===== src/rtl/free_list_if.sv =====
// ---------------------------------------------------------------------------
// free_list_if
// Bundles the rename-side, retire-side and checkpoint signals of the free list.
//
// Handshake semantics:
//   alloc:   a tag is consumed on a rising clk edge where alloc_req && alloc_ready
//            (and no checkpoint restore that cycle); alloc_preg is show-ahead and
//            only meaningful while alloc_ready is high.
//   release: release_valid qualifies release_preg for one cycle; there is no
//            back-pressure, a drop is reported one cycle later on release_err.
//
// Modports:
//   master - rename/ROB/branch-unit side (drives requests, observes status)
//   slave  - the free list itself
// ---------------------------------------------------------------------------
interface free_list_if #(
   parameter int TAG_W = 7,
   parameter int CNT_W = 8,
   parameter int ID_W  = 2
);
   logic             alloc_req;
   logic             alloc_ready;
   logic [TAG_W-1:0] alloc_preg;
   logic             release_valid;
   logic [TAG_W-1:0] release_preg;
   logic             ckpt_save;
   logic [ID_W-1:0]  ckpt_save_id;
   logic             ckpt_restore;
   logic [ID_W-1:0]  ckpt_restore_id;
   logic [CNT_W-1:0] free_count;
   logic             empty;
   logic             full;
   logic             release_err;

   modport master (
      output alloc_req, release_valid, release_preg,
             ckpt_save, ckpt_save_id, ckpt_restore, ckpt_restore_id,
      input  alloc_ready, alloc_preg, free_count, empty, full, release_err
   );

   modport slave (
      input  alloc_req, release_valid, release_preg,
             ckpt_save, ckpt_save_id, ckpt_restore, ckpt_restore_id,
      output alloc_ready, alloc_preg, free_count, empty, full, release_err
   );
endinterface


===== src/rtl/free_list.sv =====
// ---------------------------------------------------------------------------
// free_list
// Circular FIFO of free physical-register tags. Rename pops from the head,
// ROB retirement pushes old destination tags at the tail, and per-branch
// checkpoints of the read side (head + allocation counter) let a mispredict
// hand every tag allocated on the wrong path back in a single cycle.
//
// Ports:
//   clk    - clock
//   reset  - asynchronous active-low reset
//   bus    - free_list_if.slave: alloc, release, checkpoint and status signals
// ---------------------------------------------------------------------------
module free_list #(
   parameter int NUM_PREGS = 128,
   parameter int NUM_AREGS = 32,
   parameter int NUM_CKPT  = 4
) (
   input  logic          clk,
   input  logic          reset,
   free_list_if.slave    bus
);
   localparam int DEPTH     = NUM_PREGS - 1;          // p0 is never free
   localparam int TAG_W     = $clog2(NUM_PREGS);
   localparam int CNT_W     = TAG_W + 1;
   localparam int ID_W      = $clog2(NUM_CKPT);
   localparam int INIT_FREE = NUM_PREGS - NUM_AREGS;  // tags not mapped at reset

   typedef struct packed {
      logic [TAG_W-1:0] head;
      logic [7:0]       alloc_cnt;
   } ckpt_t;

   logic [TAG_W-1:0] r_mem [DEPTH];
   logic [TAG_W-1:0] r_head;
   logic [TAG_W-1:0] r_tail;
   logic [CNT_W-1:0] r_count;
   logic [7:0]       r_alloc_cnt;
   ckpt_t            r_ckpt [NUM_CKPT];
   logic             r_release_err;

   logic             w_empty;
   logic             w_full;
   logic             w_pop;
   logic             w_push;
   logic             w_rel_drop;
   logic [TAG_W-1:0] w_head_inc;
   logic [TAG_W-1:0] w_tail_inc;
   logic [TAG_W-1:0] w_head_after_pop;
   logic [7:0]       w_cnt_after_pop;
   ckpt_t            w_rs;
   logic [7:0]       w_rollback;

   assign w_empty = (r_count == '0);
   assign w_full  = (r_count == CNT_W'(DEPTH));

   // Restore owns the read side for the cycle, so a pop is suppressed there.
   assign w_pop      = bus.alloc_req && !w_empty && !bus.ckpt_restore;
   assign w_push     = bus.release_valid && (bus.release_preg != '0) && !w_full;
   assign w_rel_drop = bus.release_valid && (bus.release_preg != '0) && w_full;

   // DEPTH is not a power of two, so the wrap is an explicit compare.
   assign w_head_inc = (r_head == TAG_W'(DEPTH - 1)) ? '0 : r_head + 1'b1;
   assign w_tail_inc = (r_tail == TAG_W'(DEPTH - 1)) ? '0 : r_tail + 1'b1;

   // A checkpoint taken alongside a pop records the post-pop read side, so
   // that allocation stays on the pre-branch path.
   assign w_head_after_pop = w_pop ? w_head_inc : r_head;
   assign w_cnt_after_pop  = r_alloc_cnt + 8'(w_pop);

   // Slot contents are read before any same-cycle save updates them.
   assign w_rs       = r_ckpt[bus.ckpt_restore_id];
   assign w_rollback = r_alloc_cnt - w_rs.alloc_cnt;   // mod-256 tags handed back

   always_ff @(posedge clk or negedge reset) begin
      if (!reset) begin
         for (int i = 0; i < DEPTH; i++) begin
            r_mem[i] <= (i < INIT_FREE) ? TAG_W'(NUM_AREGS + i) : '0;
         end
         r_head        <= '0;
         r_tail        <= TAG_W'(INIT_FREE);
         r_count       <= CNT_W'(INIT_FREE);
         r_alloc_cnt   <= '0;
         r_release_err <= 1'b0;
         for (int k = 0; k < NUM_CKPT; k++) begin
            r_ckpt[k] <= '0;
         end
      end else begin
         r_release_err <= w_rel_drop;

         // Write side is independent of restore: tail only moves on push.
         if (w_push) begin
            r_mem[r_tail] <= bus.release_preg;
            r_tail        <= w_tail_inc;
         end

         if (bus.ckpt_restore) begin
            r_head      <= w_rs.head;
            r_alloc_cnt <= w_rs.alloc_cnt;
            r_count     <= r_count + CNT_W'(w_rollback) + CNT_W'(w_push);
         end else begin
            r_head      <= w_head_after_pop;
            r_alloc_cnt <= w_cnt_after_pop;
            r_count     <= r_count + CNT_W'(w_push) - CNT_W'(w_pop);
            if (bus.ckpt_save) begin
               r_ckpt[bus.ckpt_save_id] <= '{head: w_head_after_pop,
                                             alloc_cnt: w_cnt_after_pop};
            end
         end
      end
   end

   // Show-ahead read from registered state only; no bypass from release.
   assign bus.alloc_ready = !w_empty;
   assign bus.alloc_preg  = r_mem[r_head];
   assign bus.free_count  = r_count;
   assign bus.empty       = w_empty;
   assign bus.full        = w_full;
   assign bus.release_err = r_release_err;

endmodule


===== src/flat_wrapper.sv =====
// flat-port wrapper written by rule: the top's interface ports become plain ports
module free_list_flat 
#(
   parameter int NUM_PREGS = 128,
   parameter int NUM_AREGS = 32,
   parameter int NUM_CKPT  = 4
)
  (clk, reset, bus_alloc_req, bus_release_valid, bus_release_preg, bus_ckpt_save, bus_ckpt_save_id, bus_ckpt_restore, bus_ckpt_restore_id, bus_alloc_ready, bus_alloc_preg, bus_free_count, bus_empty, bus_full, bus_release_err);
  free_list_if #(.TAG_W((7)), .CNT_W((8)), .ID_W((2))) bus_i ();
  input  logic clk;
  input  logic reset;
  input wire logic [$bits(bus_i.alloc_req)-1:0] bus_alloc_req;
  input wire logic [$bits(bus_i.release_valid)-1:0] bus_release_valid;
  input wire logic [$bits(bus_i.release_preg)-1:0] bus_release_preg;
  input wire logic [$bits(bus_i.ckpt_save)-1:0] bus_ckpt_save;
  input wire logic [$bits(bus_i.ckpt_save_id)-1:0] bus_ckpt_save_id;
  input wire logic [$bits(bus_i.ckpt_restore)-1:0] bus_ckpt_restore;
  input wire logic [$bits(bus_i.ckpt_restore_id)-1:0] bus_ckpt_restore_id;
  output wire logic [$bits(bus_i.alloc_ready)-1:0] bus_alloc_ready;
  output wire logic [$bits(bus_i.alloc_preg)-1:0] bus_alloc_preg;
  output wire logic [$bits(bus_i.free_count)-1:0] bus_free_count;
  output wire logic [$bits(bus_i.empty)-1:0] bus_empty;
  output wire logic [$bits(bus_i.full)-1:0] bus_full;
  output wire logic [$bits(bus_i.release_err)-1:0] bus_release_err;
  assign bus_i.alloc_req = bus_alloc_req;
  assign bus_i.release_valid = bus_release_valid;
  assign bus_i.release_preg = bus_release_preg;
  assign bus_i.ckpt_save = bus_ckpt_save;
  assign bus_i.ckpt_save_id = bus_ckpt_save_id;
  assign bus_i.ckpt_restore = bus_ckpt_restore;
  assign bus_i.ckpt_restore_id = bus_ckpt_restore_id;
  assign bus_alloc_ready = bus_i.alloc_ready;
  assign bus_alloc_preg = bus_i.alloc_preg;
  assign bus_free_count = bus_i.free_count;
  assign bus_empty = bus_i.empty;
  assign bus_full = bus_i.full;
  assign bus_release_err = bus_i.release_err;
  free_list #(.NUM_PREGS(NUM_PREGS), .NUM_AREGS(NUM_AREGS), .NUM_CKPT(NUM_CKPT)) u_core (.clk(clk), .reset(reset), .bus(bus_i));
endmodule

===== config.mk =====
export PLATFORM = sky130hd
export DESIGN_NAME = free_list_flat
export DESIGN_NICKNAME = d
export VERILOG_FILES = /design/src/rtl/free_list_if.sv /design/src/rtl/free_list.sv /design/src/flat_wrapper.sv
export SDC_FILE = /design/constraint.sdc
export NUM_CORES = 2
export LEC_CHECK = 0
export ABC_AREA = 1
export CORE_UTILIZATION = 50
export DETAILED_ROUTE_END_ITERATION = 16
export PLACE_DENSITY = 0.65
export RECOVER_POWER = 50
export SYNTH_ARGS = -nofsm -noshare
export SYNTH_HDL_FRONTEND = slang
export SYNTH_SLANG_ARGS = --single-unit

===== constraint.sdc =====
create_clock -name clk -period 3.6 [get_ports clk]
set_input_delay 0.9 -clock clk [delete_from_list [all_inputs] [get_ports clk]]
set_output_delay 0.9 -clock clk [all_outputs]
set_load 0.03 [all_outputs]

Word level (Yosys, flattened, before mapping)
Index checks and enable logic that the tools add are counted.
{"block": "totals", "register_bits": 980, "inputBits": 17}
{"block": "op_classes", "add_sub_neg": 8, "order_cmp": 6, "n_eq_ne": 3, "mux": 18, "bitwise": 5, "reduce_logical": 13}
{"op": "bitwise mux 889 bit", "count": 1}
{"op": "bitwise mux 60 bit", "count": 1}
{"op": "binary-select mux 7 bit (select 7 bit)", "count": 1}
{"op": "demux 7 bit (select 7 bit)", "count": 1}
{"op": "2-to-1 mux 7 bit", "count": 7}
{"op": "2-to-1 mux 15 bit", "count": 3}
{"op": "binary-select mux 15 bit (select 2 bit)", "count": 1}
{"op": "demux 15 bit (select 2 bit)", "count": 1}
{"op": "adder 8 x 1 -> 8 bit", "count": 3}
{"op": ">= comparator 8 bit (second input constant)", "count": 2}
{"op": "2-to-1 mux 8 bit", "count": 2}
{"op": "NOT 7 -> 8 bit", "count": 2}
{"op": "adder 7 x 1 -> 7 bit (second input constant)", "count": 2}
{"op": "== test 7 bit (second input constant)", "count": 2}
{"op": "adder 8 bit", "count": 1}
{"op": "== test 8 x 7 -> 1 bit (second input constant)", "count": 1}
{"op": "logical NOT 8 bit", "count": 1}
{"op": "< comparator 8 x 1 -> 1 bit (second input constant)", "count": 1}
{"op": "subtractor 8 x 1 -> 8 bit", "count": 1}
{"op": "subtractor 8 bit", "count": 1}
{"op": "logical AND 1 bit", "count": 7}
{"op": "nonzero test 7 bit", "count": 1}
{"op": ">= comparator 3 bit (second input constant)", "count": 2}
{"op": "NOT 2 -> 3 bit", "count": 2}
{"op": "4 further kinds", "count": 6}

Longest topological paths before layout
{"block": "depth", "word_depth": 8, "depth_mapped": 21, "depth_no_buf": 19}

Worst setup path before layout
No wires, ideal clock.
{"block": "synth_timing", "kind": "register to register", "startpoint": "register u_core.r_count[5], in the netlist u_core.bus.free_count[5]", "endpoint": "register u_core.r_count[6], in the netlist u_core.bus.free_count[6]", "arrival_time_ps": 3468, "t_required_ps": 3540, "path_slack_ps": 72, "stages_incl_launch_ff": 20, "n_path_buf": 0, "synth_period_minus_slack_ps": 3528, "path_cell_list": "dfstp_2 -> inv_1 -> ha_1 -> nand4_1 -> inv_1 -> nor2_1 -> ha_1 -> inv_1 -> ha_1 -> inv_1 -> fa_1 -> inv_1 -> a21oi_1 -> o21ai_0 -> nand2_1 -> a21oi_1 -> nor2_1 -> nand2_1 -> nand3_1 -> nand2_1"}
{"block": "synth_via", "elab_chain_len": 6, "elab_cells_between_ends": 12, "cone_classes": "4 x add/sub; 1 x eq/ne; 1 x mux; 6 x reduce/logical"}
{"item": "from (decl)", "line": "free_list.sv:36", "text": "logic [CNT_W-1:0] r_count;"}
{"item": "from (signal assigned)", "line": "free_list.sv:81", "text": "r_count <= CNT_W'(INIT_FREE);"}
{"item": "from (signal assigned)", "line": "free_list.sv:99", "text": "r_count <= r_count + CNT_W'(w_rollback) + CNT_W'(w_push);"}
{"item": "from (signal assigned)", "line": "free_list.sv:103", "text": "r_count <= r_count + CNT_W'(w_push) - CNT_W'(w_pop);"}
{"item": "logical NOT 8 bit", "line": "free_list.sv:53", "text": "assign w_empty = (r_count == '0);"}
{"item": "logical NOT 1 bit"}
{"item": "named net bus_alloc_ready", "line": "flat_wrapper.sv:19", "text": "output wire logic [$bits(bus_i.alloc_ready)-1:0] bus_alloc_ready;"}
{"item": "logical AND 1 bit (2 in a row)", "line": "free_list.sv:57", "text": "assign w_pop = bus.alloc_req && !w_empty && !bus.ckpt_restore;"}
{"item": "subtractor 8 x 1 -> 8 bit", "line": "free_list.sv:103"}
{"item": "2-to-1 mux 8 bit", "line": "free_list.sv:96", "text": "if (bus.ckpt_restore) begin"}
The timed path passes the listed nets, and every way through them passes these cells.
A chain may end at the register's enable or synchronous reset.

Worst setup path in the final report
{"block": "layout_timing", "startpoint": "register u_core.r_head[0]", "endpoint": "output port bus_alloc_preg[2]"}
{"block": "layout_via", "elab_chain_len": 4}
{"item": "from (decl)", "line": "free_list.sv:34", "text": "logic [TAG_W-1:0] r_head;"}
{"item": "from (signal assigned)", "line": "free_list.sv:97", "text": "r_head <= w_rs.head;"}
{"item": "from (signal assigned)", "line": "free_list.sv:101", "text": "r_head <= w_head_after_pop;"}
{"item": "NOT 7 -> 8 bit (not written as such)", "line": "free_list.sv:114", "text": "assign bus.alloc_preg = r_mem[r_head];"}
{"item": "binary-select mux 7 bit (select 7 bit)", "line": "free_list.sv:114"}
{"item": "2-to-1 mux 7 bit (not written as such) (2 in a row)", "line": "free_list.sv:114"}
{"item": "to (decl)", "line": "flat_wrapper.sv:20", "text": "output wire logic [$bits(bus_i.alloc_preg)-1:0] bus_alloc_preg;"}
No other way between the ends. The select of a mux whose other input is x is not followed.

==> results.toml <==
[floorplan]
die_x_um = 323
die_area_um2 = 105000
initial_core_util_pct = 50.6
die_h_um = 323
pin_count = 36
coreArea_um2 = 102000
rows = 117

[sta]
skew_ps = 41.7
report.final.hold_viol_count = 0
rsz0062_at_grt = "true"
setup_tns_ps = -3440
setup_viol = 7
period_share_pct = 115
worst_slack_ps = -548
drv_slew = 404
worst_slew_pin_slew_ps = 1890
hold-worst-slack_ps = 460
relSlewSlack_pct = -26.0
period_minus_slack_ps = 4150
max_freq_mhz = 241

[clock_tree]
clk_latency_ps = 720
cts.sinks = 980
clk_pin_slew_ps = 50
cts_made_buffers = 110
cts_buffer_depth = 3
root_buffer = "clkbuf_16"
h-tree-depth = 3
postCtsHoldBufs = 0
cts_tree = "built"

[synth]
synth_top_cell_by_area = "dfrtp_1"
yosysSeqAreaShare_pct = 48.4
synth_compound_area_share_pct = 2.81
synth_ff_type = "dfrtp_1"
synthMuxAreaShare_pct = 0.0194
synthTopCellsByArea = "dfrtp_1, nand2_1, dfstp_2"
synth_fp_nets = 7307
syn_area_um2 = 51600
synth_edf_count = 0
synthAdderAreaFrac_pct = 1.00
synthDistinctLibCells = 41
synthCells = 7254
avgSynthCellArea_um2 = 7.11
synth_xor_area_share_pct = 0.170
synth_top_family_by_area = "simple AND/OR/NAND/NOR gates"
async_flop_share_pct = 100
synth.top_cell.area_share_pct = 29.5
synth-seq-cells = 980
yosys_warnings = 0
synthSimpleGateAreaFrac_pct = 39.9

[setup_path]
crit_arrival_ps = 3250
worstPathRequired_ps = 2700
crit_path_max_incr_delay_ps = 490
path_cells = "buf_12 -> buf_8 -> nor2_4 -> buf_12 -> buf_12 -> clkbuf_16 -> nand2_1 -> nand3_2 -> nand2_1 -> nand2_1 -> inv_1 -> nand2_1 -> nand2_2 -> nand3_2 -> nor2_1 -> nor2_1 -> buf_4 -> buf_12"
cp_max_fo = 5
slowest_stage = "dfrtp_4"
start_kind = "register"
criticalPathCategory = "register to output port"
endpoint_kind = "output port"

[pwr]
irDropWorstVdd_uv = 524
clock_power_share_pct = 31.2
p_total_mw = 38.1
p_int_mw = 24.5
sw_frac_of_total_pct = 35.6
combPwrFrac_pct = 29.6
power.static_leakage_nw = 29.8
p_sw_mw = 13.6
p_per_area_nw_per_um2 = 648
p_seq_share_pct = 39.2

[layout]
mostFrequentLayoutCell = "nand2_1"
final_cell_mix = "nand2_1, nand3_1, dfrtp_1, inv_1, dfstp_2"
final_nets = 7215
area_growth_pct = 13.8
layout-drive-gt1-share_pct = 13.6
n_antenna_cell = 0

[grt]
use_met1_pct = 44.5
grt_max_degree = 185
first_global_vias = 45400
grt_remaining_overflow = 0
grt_use_met3_pct = 6.46
gr-usage-all-layers_pct = 32.1
busiest_layer = "met2"
grt_pass1_wl_mm = 262
antenna_found_initial = 0
met2_usage_pct = 49.7

[flow_run]
max-cap-violations = 4

[status]
violations = "max-capacitance violations, max-slew violations, negative setup slack"
status = "finished, violations left"

[drt]
drtPass1Iterations = 8
drt_iter0_markers = 5409
drc = 0
wl_per_cell_um = 19.3
dr_total_vias = 47500
vias_per_cell = 5.50
wl_mm = 167
route.antenna.remaining_nets = 0

[min_path]
hp-class = "register to register"

[placed_design]
numPortBuffers = 35
place_ws_ps = -271
gp_congestion = 0.910
dp_hpwl_mm = 96.7
## power groups by stage
| stage | sequential [mW] | combinational, mW | clock, mW |
|---|---|---|---|
| finish | 14.9 | 11.3 | 11.9 |
| global placement | 15.0 | 10.4 | 0 |
| global route | 15.2 | 12.5 | 12.5 |
| CTS | 14.9 | 11.0 | 12.0 |
| floorplan | 14.7 | 6.71 | 0 |
| detailed placement | 15.0 | 10.5 | 0 |
## state kept, by name, summed over array words and instances, names as in the netlist
register                cells
u_core.bus.free_count       8
u_core.bus.release_err      1
u_core.r_alloc_cnt          8
u_core.r_ckpt              60
u_core.r_head               7
u_core.r_mem              889
u_core.r_tail               7
## area by class of cell
| class | instances | area, um2 |
|---|---|---|
| well taps | 1368 | 1710 |
| inverters | 552 | 2110 |
| clock buffers | 162 | 3200 |
| clock inverters | 47 | 613 |
| fillers | 9600 | 43300 |
| flip-flops and latches | 980 | 25000 |
| multi-input cells | 5268 | 23000 |
| repair buffers | 250 | 3070 |
## logic make-up after synthesis
group                    after synthesis
AND/OR/NAND/NOR                     4940
buffers and inverters               1006
flip-flops                           980
AO/OA/AOI/OAI                        281
adder cells (fa/ha/maj)               36
XOR/XNOR                              10
multiplexers                           1
## cell usage after synthesis, types with 7 or more instances
cell type	n
dfstp_2	372
nand3_1	1245
o21ai_0	198
inv_2	26
buf_1	81
ha_1	27
nand2_1	3192
fa_1	9
o22ai_1	15
nand3b_1	9
nor2_1	364
xor2_1	7
dfrtp_1	608
a21oi_1	55
nand4_1	43
buf_2	146
inv_1	523
nor2_2	53
clkbuf_1	221
nor2_4	15
## path summary, 6_finish.rpt
kind	cells after the start	from	end	slack (ps)
max	18	u_core.r_head[0]$_DFF_PN0_	bus_alloc_preg[2]	-550
min	2	u_core.r_mem[806]$_DFFE_PN1P_	u_core.r_mem[806]$_DFFE_PN1P_	460
max reg2reg	18	u_core.bus.free_count[5]$_DFF_PN1_	u_core.bus.free_count[6]$_DFF_PN1_	360
min reg2reg	2	u_core.r_mem[806]$_DFFE_PN1P_	u_core.r_mem[806]$_DFFE_PN1P_	460
max in group asynchronous	3	reset	u_core.r_head[0]$_DFF_PN0_	40
min in group asynchronous	1	reset	u_core.r_mem[630]$_DFFE_PN0P_	740
## metrics by stage
stage	cells	util [%]	cell area [um2]
global route	8627	57.6	58700
finish	8627	57.6	58700
CTS	8619	57.3	58500
detailed placement	8391	52.9	54000
floorplan	7254	-	51600
global placement	8391	52.9	54000
## worst max-delay path: cells and delay by family, from the launching register on
family / cells / cell delay [ps]
simple gates: 10 / 900
buf+inv: 8 / 1100
flops: 1 / 490
## layer usage
metal | part of all wire, % | wire length, um | vias up
li1 | - | - | 22500
met1 | 43 | 71500 | 22700
met2 | 45 | 75700 | 1944
met3 | 8.7 | 14500 | 301
met4 | 3.0 | 5020 | 0
met5 | 0 | 0 | -
## repair_timing
action,4_1_cts,5_1_grt
cloned,10,4
endpoints found under the setup margin,7,7
setup buffers,9,4
pin swaps,10,37
resized for setup,76,60
Power figures use the tool's default switching activity.
